$ cat config.mk
export PLATFORM = sky130hd
export DESIGN_NAME = datapath_sequencer
export DESIGN_NICKNAME = d
export VERILOG_FILES = /design/src/rtl/idp_pkg.sv /design/src/rtl/seq_repeat_counter.sv /design/src/rtl/datapath_sequencer.sv
export SDC_FILE = /design/constraint.sdc
export NUM_CORES = 1
export LEC_CHECK = 0
export ABC_AREA = 1
export BUFFER_PORTS_ARGS = -buffer_cell sky130_fd_sc_hd__buf_2
export CAP_MARGIN = 20
export CORE_ASPECT_RATIO = 1.4
export CORE_UTILIZATION = 30
export DETAILED_ROUTE_END_ITERATION = 10
export SLEW_MARGIN = 20
export SYNTH_ARGS = -nofsm -noshare
export SYNTH_HDL_FRONTEND = slang
export SYNTH_SLANG_ARGS = --single-unit
$ cat constraint.sdc
create_clock -name clk -period 1.58 [get_ports clk]
set_input_delay 0.079 -clock clk [delete_from_list [all_inputs] [get_ports clk]]
set_output_delay 0.079 -clock clk [all_outputs]
set_load 0.05 [all_outputs]
$ cat src/rtl/idp_pkg.sv
// Shared definitions for the integer datapath controller: ALU opcodes,
// default field widths and the sequencer state encoding.
package idp_pkg;

  // Default field widths of the datapath control interface.
  localparam int IDP_CNT_W = 4;
  localparam int IDP_ADR_W = 3;
  localparam int IDP_OP_W  = 4;

  // ALU opcodes. Codes D..F are undefined and behave as PASS_S in the ALU.
  localparam logic [IDP_OP_W-1:0] ALU_PASS_S = 4'h0;
  localparam logic [IDP_OP_W-1:0] ALU_PASS_R = 4'h1;
  localparam logic [IDP_OP_W-1:0] ALU_INC    = 4'h2;
  localparam logic [IDP_OP_W-1:0] ALU_DEC    = 4'h3;
  localparam logic [IDP_OP_W-1:0] ALU_ADD    = 4'h4;
  localparam logic [IDP_OP_W-1:0] ALU_SUB    = 4'h5;
  localparam logic [IDP_OP_W-1:0] ALU_SHR    = 4'h6;
  localparam logic [IDP_OP_W-1:0] ALU_SHL    = 4'h7;
  localparam logic [IDP_OP_W-1:0] ALU_AND    = 4'h8;
  localparam logic [IDP_OP_W-1:0] ALU_OR     = 4'h9;
  localparam logic [IDP_OP_W-1:0] ALU_XOR    = 4'hA;
  localparam logic [IDP_OP_W-1:0] ALU_NOT    = 4'hB;
  localparam logic [IDP_OP_W-1:0] ALU_NEG    = 4'hC;

  // Sequencer states.
  typedef enum logic [1:0] {
    ST_IDLE = 2'd0,
    ST_EXEC = 2'd1,
    ST_DONE = 2'd2
  } seq_state_e;

  // Datapath control bundle driven by the sequencer, grouped so the
  // output decode can build it in one place.
  typedef struct packed {
    logic                we;
    logic [IDP_ADR_W-1:0] w_adr;
    logic [IDP_ADR_W-1:0] r_adr;
    logic [IDP_ADR_W-1:0] s_adr;
    logic                s_sel;
    logic [IDP_OP_W-1:0]  alu_op;
  } dp_ctrl_t;

  // All-idle control word: no write, all selects and opcode at zero.
  localparam dp_ctrl_t DP_CTRL_IDLE = '0;

endpackage : idp_pkg

$ cat src/rtl/seq_repeat_counter.sv
// Loadable iteration down-counter. A load of zero is replaced by one so
// every accepted command performs at least one write-back; 'last' marks
// the final iteration (remaining == 1).
module seq_repeat_counter #(
  parameter int CNT_W = 4
) (
  input  logic             clk,
  input  logic             reset,
  input  logic             load,
  input  logic [CNT_W-1:0] load_val,
  input  logic             dec,
  output logic             last
);

  logic [CNT_W-1:0] remaining_q;
  logic [CNT_W-1:0] remaining_d;

  // Next-count: load wins over decrement; never wraps below zero.
  always_comb begin
    // NOTE: default assignment first so every path assigns remaining_d and no latch is inferred.
    remaining_d = remaining_q;
    if (load) begin
      remaining_d = (load_val == '0) ? CNT_W'(1) : load_val;
    end else if (dec && (remaining_q != '0)) begin
      remaining_d = remaining_q - CNT_W'(1);
    end
  end

  // Count register with synchronous reset.
  always_ff @(posedge clk) begin
    // NOTE: non-blocking assignments in clocked blocks so all flops update from pre-edge values.
    if (reset) begin
      remaining_q <= '0;
    end else begin
      remaining_q <= remaining_d;
    end
  end

  assign last = (remaining_q == CNT_W'(1));

endmodule : seq_repeat_counter

$ cat src/rtl/datapath_sequencer.sv
// Multi-cycle controller for the integer datapath. Accepts one command per
// valid/ready handshake, issues 1..2**CNT_W-1 back-to-back ALU write-backs,
// captures the final N/Z/C flags and pulses done for one cycle.
module datapath_sequencer
  import idp_pkg::*;
#(
  parameter int CNT_W = IDP_CNT_W,
  parameter int ADR_W = IDP_ADR_W,
  parameter int OP_W  = IDP_OP_W
) (
  input  logic             clk,
  input  logic             reset,
  // Command interface
  input  logic             cmd_valid,
  output logic             cmd_ready,
  input  logic [OP_W-1:0]  cmd_alu_op,
  input  logic [ADR_W-1:0] cmd_w_adr,
  input  logic [ADR_W-1:0] cmd_r_adr,
  input  logic [ADR_W-1:0] cmd_s_adr,
  input  logic             cmd_s_sel,
  input  logic [CNT_W-1:0] cmd_count,
  // Datapath control pins
  output logic             dp_we,
  output logic [ADR_W-1:0] dp_w_adr,
  output logic [ADR_W-1:0] dp_r_adr,
  output logic [ADR_W-1:0] dp_s_adr,
  output logic             dp_s_sel,
  output logic [OP_W-1:0]  dp_alu_op,
  // Live ALU flags from the datapath
  input  logic             dp_n,
  input  logic             dp_z,
  input  logic             dp_c,
  // Status
  output logic             busy,
  output logic             done,
  output logic             flag_n,
  output logic             flag_z,
  output logic             flag_c
);

  seq_state_e state_q, state_d;

  // Latched command fields, held for the whole command.
  logic [OP_W-1:0]  op_q,    op_d;
  logic [ADR_W-1:0] w_adr_q, w_adr_d;
  logic [ADR_W-1:0] r_adr_q, r_adr_d;
  logic [ADR_W-1:0] s_adr_q, s_adr_d;
  logic             s_sel_q, s_sel_d;
  // High during the first EXEC cycle, when S comes from the command.
  logic             first_q, first_d;

  // Captured flags of the last iteration.
  logic [2:0]       flags_q, flags_d;

  logic             accept;
  logic             last_iter;
  logic             exec_step;

  assign accept    = cmd_valid && cmd_ready;
  assign exec_step = (state_q == ST_EXEC);

  seq_repeat_counter #(
    .CNT_W (CNT_W)
  ) u_repeat (
    .clk      (clk),
    .reset    (reset),
    .load     (accept),
    .load_val (cmd_count),
    .dec      (exec_step),
    .last     (last_iter)
  );

  // State register.
  always_ff @(posedge clk) begin
    if (reset) begin
      state_q <= ST_IDLE;
    end else begin
      state_q <= state_d;
    end
  end

  // Next-state logic.
  always_comb begin
    state_d = state_q;
    unique case (state_q)
      ST_IDLE: if (accept)    state_d = ST_EXEC;
      ST_EXEC: if (last_iter) state_d = ST_DONE;
      ST_DONE:                state_d = ST_IDLE;
      default:                state_d = ST_IDLE;
    endcase
  end

  // Output decode: datapath controls come only from state and latched
  // command, so there is no combinational path from cmd_* to dp_*.
  always_comb begin
    dp_ctrl_t ctrl;
    ctrl      = DP_CTRL_IDLE;
    cmd_ready = 1'b0;
    busy      = 1'b0;
    done      = 1'b0;
    unique case (state_q)
      ST_IDLE: begin
        cmd_ready = 1'b1;
      end
      ST_EXEC: begin
        busy         = 1'b1;
        ctrl.we      = 1'b1;
        ctrl.w_adr   = w_adr_q;
        ctrl.r_adr   = r_adr_q;
        ctrl.alu_op  = op_q;
        // After the first write-back the previous result is fed back on S.
        ctrl.s_adr   = first_q ? s_adr_q : w_adr_q;
        ctrl.s_sel   = first_q & s_sel_q;
      end
      ST_DONE: begin
        busy = 1'b1;
        done = 1'b1;
      end
      default: begin
        cmd_ready = 1'b0;
      end
    endcase
    dp_we     = ctrl.we;
    dp_w_adr  = ctrl.w_adr;
    dp_r_adr  = ctrl.r_adr;
    dp_s_adr  = ctrl.s_adr;
    dp_s_sel  = ctrl.s_sel;
    dp_alu_op = ctrl.alu_op;
  end

  // Command-register and flag next values.
  always_comb begin
    op_d    = op_q;
    w_adr_d = w_adr_q;
    r_adr_d = r_adr_q;
    s_adr_d = s_adr_q;
    s_sel_d = s_sel_q;
    first_d = first_q;
    flags_d = flags_q;
    if (accept) begin
      op_d    = cmd_alu_op;
      w_adr_d = cmd_w_adr;
      r_adr_d = cmd_r_adr;
      s_adr_d = cmd_s_adr;
      s_sel_d = cmd_s_sel;
      first_d = 1'b1;
    end else if (exec_step) begin
      first_d = 1'b0;
    end
    if (exec_step && last_iter) begin
      flags_d = {dp_n, dp_z, dp_c};
    end
  end

  // Command and flag registers.
  always_ff @(posedge clk) begin
    // NOTE: the command register is reset too so dp_* and flags read as zero straight after reset.
    if (reset) begin
      op_q    <= '0;
      w_adr_q <= '0;
      r_adr_q <= '0;
      s_adr_q <= '0;
      s_sel_q <= 1'b0;
      first_q <= 1'b0;
      flags_q <= '0;
    end else begin
      op_q    <= op_d;
      w_adr_q <= w_adr_d;
      r_adr_q <= r_adr_d;
      s_adr_q <= s_adr_d;
      s_sel_q <= s_sel_d;
      first_q <= first_d;
      flags_q <= flags_d;
    end
  end

  assign {flag_n, flag_z, flag_c} = flags_q;

endmodule : datapath_sequencer
Word level (Yosys, flattened, before mapping):

Index checks and enable logic that the tools add are counted.

* register bits: 24
* bits of input ports: 24
* output and inout port bits: 21
* word-level logic and storage cells: 39

* add/sub/neg operators: 1
* equal/unequal tests: 5
* muxes and demuxes: 13
* bitwise logic cells: 1
* reduce and logical (&&, ||, !) cells: 10

Operators by type and width (count)
* $mux W15: 1
* $mux W4: 3
* $mux W1: 5
* $eq A4 B1 Y1 const B: 1
* $logic_not A4 Y1: 1
* $mux W2: 2
* $ne A2 B2 Y1 const B: 2
* $pmux W2 S2: 1
* $reduce_bool A2 Y1: 2
* $reduce_bool A4 Y1: 1
* $sub A4 B1 Y4 const B: 1
* $logic_and A1 B1 Y1: 3
* $mux W3: 1
* $eq A2 B1 Y1 const B: 1
* $eq A2 B2 Y1 const B: 1
* $logic_not A2 Y1: 1
* $reduce_and A2 Y1: 1
* $reduce_or A2 Y1: 1
* $and A1 B1 Y1: 1

Logic depth before layout (Yosys ltp):

Gate-level depths: netlist of the first run.

* depth in word-level cells: 5
* gate-level depth with buffers: 9
* gate-level depth less buffers: 9

By module:

Synthesis of the first run repeated with hierarchy kept, for this count alone.

* cells, all modules: 177
* area total of the unflattened synthesis: 1189.9 um^2

By module, submodules not included
* datapath_sequencer: instances 1, cells an instance 133, area an instance 909.6 um^2
* seq_repeat_counter: instances 1, cells an instance 44, area an instance 280.3 um^2

Least setup slack after synthesis of the first run:

Ideal clock, no wire load.

* path kind: register -> output
* from: register state_q[1]
* to: output port dp_s_sel
* data arrival time: 1.831 ns
* data required time: 1.501 ns
* slack: -0.330 ns
* cell stages (with the launch flop): 5
* buffers on the path: 0
* cells stage by stage: dfxtp_1 inv_1 ha_1 nand2_1 nor2_1

* longest elaborated chain between the ends: 2

Ends and longest elaborated chain
* start, declared: line datapath_sequencer.sv:41 `seq_state_e state_q, state_d;`
* start signal, assigned: line datapath_sequencer.sv:78 `state_q <= state_d;`
* $eq A2 B1 Y1: line datapath_sequencer.sv:101 `unique case (state_q)`
* $mux W15: line datapath_sequencer.sv:101
* end, declared: line datapath_sequencer.sv:27 `output logic dp_s_sel,`

Every way passes these cells.

Final worst setup path of the first run:

* from: register state_q[1]
* to: output port dp_alu_op[2]

* longest elaborated chain between the ends: 2

Ends and longest elaborated chain
* $eq A2 B1 Y1: line datapath_sequencer.sv:101
* $mux W15: line datapath_sequencer.sv:101
* end, declared: line datapath_sequencer.sv:28 `output logic [OP_W-1:0] dp_alu_op,`

Every way passes these cells.

==> results.md, run 1 <==
* CP Data Required Time at 1.50 ns
* Sequential share of power at 40.6%
* ANT cells at 0
* Gate power share at 28.1%
* Worst setup SP type: flop
* Setup TNS at 0 ns
* Worst hold slack at 0.0151 ns
* Post-synth top area cell: dfxtp_1
* Slew @ Worst Pin at 0.257 ns
* Ports at 45
* CP max FO at 6
* Relative slew slack at 83.0%
* HPWL Detailed at 2070 µm
* Top cells by instance count after synthesis: nand2_1, nor2_1, dfxtp_1, inv_1, o21ai_0
* Initial Utilization at 31.8%
* First-pass GRT wire length at 4530 µm
* Fraction of layout cells with a size suffix above 1 at 32.1%
* Sequential Area at 483 µm²
* Post-layout instance area at 1600 µm²
* Worst-path clk slew at 0.09 ns
* Largest net degree at the start of global routing at 16
* Top cell family by delay on the critical path: buffers and inverters
* Seq/Total Area, Yosys at 40.7%
* Flop2flop setup slack at 0.19 ns
* Yosys cell types at 25
* CP cell instances: inv_2 > ha_4 > buf_4 > nand2_1 > inv_1 > buf_2
* Worst R2R Start: state_q[1]
* Synth Flop Type: dfxtp_1
* Post-synth EDFFs at 0
* Setup Crit Path Kind: flop to primary output
* Die height at 76.2 µm
* Sw frac at 32.0%
* Fin. max-slew vios at 0
* Root Buffer: clkbuf_8
* Multi-input logic area at 591 µm²
* Post-Route WL at 2750 µm
* Synthesis-to-finish area growth at 35.3%
* Core area at 3710 µm²
* LEAKAGE at 0.882 nW
* Final core utilization at 43.1%
* Worst Hold End: state_q[1]
* Placement Cell Area at 1470 µm²
* Final Hold Fails at 0
* Status: completed
* Initial antenna violation count at 0
* Fin nets at 251
* R2r worst-path depth at 8
* Peak VDD IR at 0.598 mV
* Met2 WL at 1320 µm
* Clock buffers created by TritonCTS at 3
* Total grt overflow at 0
* Synth Instances at 172
* WHS Path Cells at 2
* Hold_buf cts at 0
* Crit path time final at 1.45 ns
* Fillers at 421
* Via count at 1182
* Drt first-iter violations at 10
* Synth warn at 0
* Max Buffers Root-to-Sink at 2
* Sw Pwr at 553 µW
* Min-Delay Path Class: input pin to flop
* Worst path bufs/invs at 4
* Port buffer count at 44
* Mapped Nets at 201
* Unrepaired setup endpoints after global routing: false
* WL met1 at 1250 µm
* Yosys top cell area share at 40.7%
* Hold Path Origin: reset
* Fmax at 689 MHz
* Fraction of registers with async set/reset at 0%
* #FFs+latches synth at 24
* Final setup fails at 0
* Setup Skew at 0.00790 ns
* DRC at 0
* CP max stage cell: dfxtp_2
* Final worst-path cycle share at 91.8%
* CTS Sinks at 24
* WL per Instance at 10.5 µm
* Setup WS post-layout at 0.130 ns
* Gpl congestion at 0.748
* Site row count at 26
* Fin cells at 263
* Max-cap violations at 0
* Total die area at 4200 µm²
* Worst EP arrival at 1.37 ns
* Largest stage delay on the critical path at 0.35 ns
* Final ANT Viol Nets at 0
* Die X at 55.0 µm
* Int Power at 1.18 mW
* Post-Place Cells at 257
* Clock insertion delay at the later pin of the skew report at 0.27 ns
* Vias per std cell at 4.49
* Pwr dens at 1080 nW/µm²
* CTS tree: done
* Vias in the first global route at 1041
* Setup crit end kind: primary output
* DR top layer: met4
* Area contributors post-synth: dfxtp_1, nand2_1, nor2_1
* Met3 wire length at 140 µm
* Clk pwr share at 31.3%
* Syn Area/Cell at 6.87 µm²
* Gr usage total at 14.6%
* Pre-CTS worst setup slack at 0.144 ns
* Syn Std Cell Area at 1180 µm²
* CTS H-Tree Depth at 1
* Reg2Reg Capture Point: u_repeat.remaining_q[0]
* Total Power at 1.73 mW
* First drt pass iteration count at 4
cell families after synthesis:
family / synth area share [%]
simple gates: 27.8
buf+inv: 11.0
compound gates: 14.5
fa+ha+maj: 5.30
xor+xnor: 0.742
flops: 40.7
cell type report:
class,count,area share [%]
sequential,24,30.2
clock inverter,1,1.88
tap,42,3.29
clock buffer,3,2.58
inverter,26,6.11
multi-input combinational,116,37.0
timing repair buffer,51,19.0
cells in the final DEF, fill, tap and decap left out:
cell / netlist / layout
xor2_1: 1 / 1
or2_0: 1 / 1
nand3_1: 3 / 3
nand3_2: 1 / 1
dfxtp_1: 24 / 22
buf_2: 2 / 40
o21ai_0: 23 / 23
bufinv_16: 0 / 1
buf_6: 0 / 2
ha_2: 0 / 1
inv_2: 1 / 2
a21oi_2: 1 / 1
ha_4: 0 / 1
dfxtp_2: 0 / 2
a21oi_1: 7 / 7
clkbuf_8: 0 / 3
nor3b_2: 1 / 1
nand3b_1: 1 / 1
o21ai_1: 1 / 1
nor2_2: 2 / 3
nor3_1: 1 / 1
buf_4: 2 / 7
clkinv_1: 1 / 1
nor2_1: 32 / 31
o21bai_1: 1 / 1
nand2_1: 32 / 31
ha_1: 5 / 3
nand2_2: 3 / 4
clkbuf_4: 0 / 1
buf_12: 0 / 1
inv_1: 24 / 23
state kept, by name, summed over array words and instances, names as in the netlist:
register,flops
s_adr_q,3
u_repeat.remaining_q,4
s_sel_q,1
op_q,4
state_q,2
w_adr_q,3
r_adr_q,3
first_q,1
flags_q,3
routing by layer:
layer | vias up | GRT usage (%)
met2 | 36 | 23.7
met5 | - | 0
met3 | 5 | 2.79
met1 | 511 | 18.4
li1 | 630 | -
met4 | 0 | 5.25
power by group through the flow:
| stage | combinational [mW] | clock [mW] | sequential [mW] |
|---|---|---|---|
| 2_1_floorplan | 0.340 | 0 | 0.720 |
| 3_3_place_gp | 0.458 | 0 | 0.714 |
| 3_5_place_dp | 0.461 | 0 | 0.715 |
| 4_1_cts | 0.486 | 0.557 | 0.703 |
| 5_1_grt | 0.545 | 0.590 | 0.712 |
| 6_report | 0.486 | 0.542 | 0.703 |
repair_timing:
| action | in CTS | in global routing |
|---|---|---|
| endpoints found under the hold margin | 0 | 0 |
| resized for setup | 4 | 7 |
| setup endpoints to repair | 9 | 12 |
| pin swaps | 0 | 1 |
| buffers inserted | 2 | 0 |
how the worst max path moves through the flow:
| stage | cells after the start | slack (ns) | startpoint | end |
|---|---|---|---|---|
| after floorplan | 7 | 0.01 | state_q[1] | dp_s_adr[1] |
| after global placement | 7 | 0.21 | state_q[1] | dp_s_adr[1] |
| after detailed placement | 7 | 0.14 | state_q[1] | dp_s_adr[2] |
| after CTS | 7 | 0.04 | state_q[1] | dp_s_adr[2] |
| after global routing | 6 | 0.01 | state_q[1] | dp_alu_op[2] |
| final | 6 | 0.13 | state_q[1] | dp_alu_op[2] |
Power figures use the tool's default switching activity.
==> run 2: changes to the inputs <==
Settings changed: ABC_AREA 1 to 0, CTS_BUF_LIST set to sky130_fd_sc_hd__clkbuf_4.
==> run 2 against run 1 <==
Clock-buffer cell count did not move. Flip-flop and latch count did not move. Worst hold slack improved by 0.026 ns. Die area rose by 1.1%. Area after synthesis rose by 1.2%. Global-route usage fell by 0.24 points. Setup slack got worse by 0.076 ns. Largest power group unchanged.
==> results.md, run 2 <==
* Status: completed
* Fillers at 364
* Mapped Nets at 171
* Core area at 3740 µm²
* ANT cells at 0
* Seq/Total Area, Yosys at 40.2%
* Reg2Reg Capture Point: state_q[0]
* Largest net degree at the start of global routing at 27
* Syn Std Cell Area at 1190 µm²
* Initial antenna violation count at 0
* Via count at 1188
* Max-cap violations at 0
* Final Hold Fails at 0
* Fraction of layout cells with a size suffix above 1 at 39.9%
* R2r worst-path depth at 7
* Clock insertion delay at the later pin of the skew report at 0.31 ns
* Pwr dens at 941 nW/µm²
* Gpl congestion at 0.768
* Setup Skew at 0.00598 ns
* Fmax at 655 MHz
* CTS tree: done
* Worst R2R Start: state_q[1]
* Largest regs: op_q: 4 flops, u_repeat.remaining_q: 4 flops
* Initial Utilization at 31.9%
* Gr usage total at 14.4%
* Drt first-iter violations at 31
* Setup TNS at 0 ns
* Port buffer count at 44
* CP cell instances: inv_2 > ha_4 > clkinvlp_4 > buf_6 > buf_4 > o21ba_2 > a211oi_2
* CP max stage cell: dfxtp_2
* Clock buffers created by TritonCTS at 3
* Total Power at 1.71 mW
* Worst setup SP type: flop
* Fin. max-slew vios at 0
* LEAKAGE at 0.789 nW
* Post-Place Cells at 225
* Min-Delay Path Class: input pin to flop
* CP Capture Point: state_q[0]
* Worst EP arrival at 1.77 ns
* Slew @ Worst Pin at 0.493 ns
* Most frequent cells in the layout: nand2_1, buf_2, dfxtp_1
* CTS H-Tree Depth at 1
* Total die area at 4240 µm²
* WL per Instance at 12.4 µm
* DRC at 0
* CP max FO at 8
* Crit path depth at 7
* Post-synth EDFFs at 0
* Post-Route WL at 3110 µm
* Max Buffers Root-to-Sink at 2
* Worst path bufs/invs at 4
* First element of the critical path: state_q[1]
* #FFs+latches synth at 24
* CTS Sinks at 24
* Vias in the first global route at 1080
* Largest stage delay on the critical path at 0.35 ns
* Top cell family by delay on the critical path: buffers and inverters
* Fin cells at 250
* Root Buffer: clkbuf_4
* Total grt overflow at 0
* CP Data Required Time at 1.82 ns
* Top cells by instance count after synthesis: nand2_1, dfxtp_1, a21oi_1
* HPWL Detailed at 2000 µm
* Ports at 45
* Final worst-path cycle share at 96.6%
* Post-layout instance area at 1820 µm²
* Post-synth top area cell: dfxtp_1
* Setup Crit Path Kind: flop to flop
* First drt pass iteration count at 4
* Fraction of registers with async set/reset at 0%
* Placement Cell Area at 1460 µm²
* First-pass GRT wire length at 4970 µm
* Yosys top cell area share at 40.2%
* Synth warn at 0
* Synth Instances at 142
* Fin nets at 238
* Unrepaired setup endpoints after global routing: true
* Syn Area/Cell at 8.41 µm²
* Yosys cell types at 30
* Site row count at 26
* Final setup fails at 0
* Die height at 76.7 µm
* Setup crit end kind: flop
* Cell with the most instances after synthesis: nand2_1
* Synthesis-to-finish area growth at 52.0%
* Final ANT Viol Nets at 0
* Area contributors post-synth: dfxtp_1, nand2_1, a21oi_1
* Flop2flop setup slack at 0.05 ns
* Worst-path clk slew at 0.14 ns
* Vias per std cell at 4.75
* Peak VDD IR at 0.505 mV
* Die X at 55.3 µm
* Relative slew slack at 67.1%
* Crit path time final at 1.53 ns
* Synth Flop Type: dfxtp_1
## run 2: tightest hold or removal path, stage by stage
cell	delay, ns
buf_2	0.09
nand3b_1	0.09
nand3_1	0.08
## run 2: worst min-delay path by stage
stage                  start                 endpoint  slack [ns]  cells after the start
2_1_floorplan  cmd_alu_op[0]                  op_q[0]        0.21                      2
3_3_place_gp   cmd_alu_op[2]                  op_q[2]        0.32                      3
3_5_place_dp   cmd_alu_op[0]                  op_q[0]        0.32                      3
4_1_cts            cmd_valid               state_q[0]        0.04                      3
5_1_grt         cmd_count[3]  u_repeat.remaining_q[3]        0.06                      3
6_report        cmd_count[1]  u_repeat.remaining_q[1]        0.04                      3
## run 2: final cells by class
cell class	count	area (µm²)	area share, %
sequential	24	483	26.6
tap	42	52.6	2.89
timing repair buffer	72	546	30.0
inverter	5	22.5	1.24
clock inverter	1	30.0	1.65
multi-input combinational	103	661	36.4
clock buffer	3	22.5	1.24
## run 2: through the flow
step                hold slack (ns)  setup slack [ns]  util, %
CTS                          0.0354            0.0133     46.5
finish                       0.0408            0.0533     48.6
global placement              0.322             0.118     39.1
detailed placement            0.324            0.0912     39.1
floorplan                     0.215            0.0424        -
global route                 0.0551           -0.0155     48.6
## run 2: power by group
group / switching (mW) / total [mW] / internal [mW] / leakage [nW]
sequential: 0.0399 / 0.700 / 0.660 / 0.198
combinational: 0.319 / 0.564 / 0.246 / 0.563
clock: 0.189 / 0.446 / 0.256 / 0.0279
## run 2: timing repair
action                                  CTS  global route
setup buffers                             1             3
endpoints found under the hold margin    17             0
endpoints found under the setup margin   14            15
hold buffers                             17             0
resized for setup                        16            16
cloned                                    0             0
## run 2: logic make-up after synthesis
kind of cell,count (synthesis),synth area share (%)
AOI/OAI and AO/OA,25,12.5
and+or+nand+nor,66,28.0
adders and majority gates,5,5.24
buffers and inverters,15,8.27
muxes,7,5.86
DFF,24,40.2
## run 2: routing by layer
layer  share of wire [%]  up-vias  GRT usage (%)
li1                    -      608              -
met1                  41      548           17.3
met2                  54       26           25.1
met3                 3.2        6           2.02
met4                 1.9        0           6.25
met5                   0        -              0
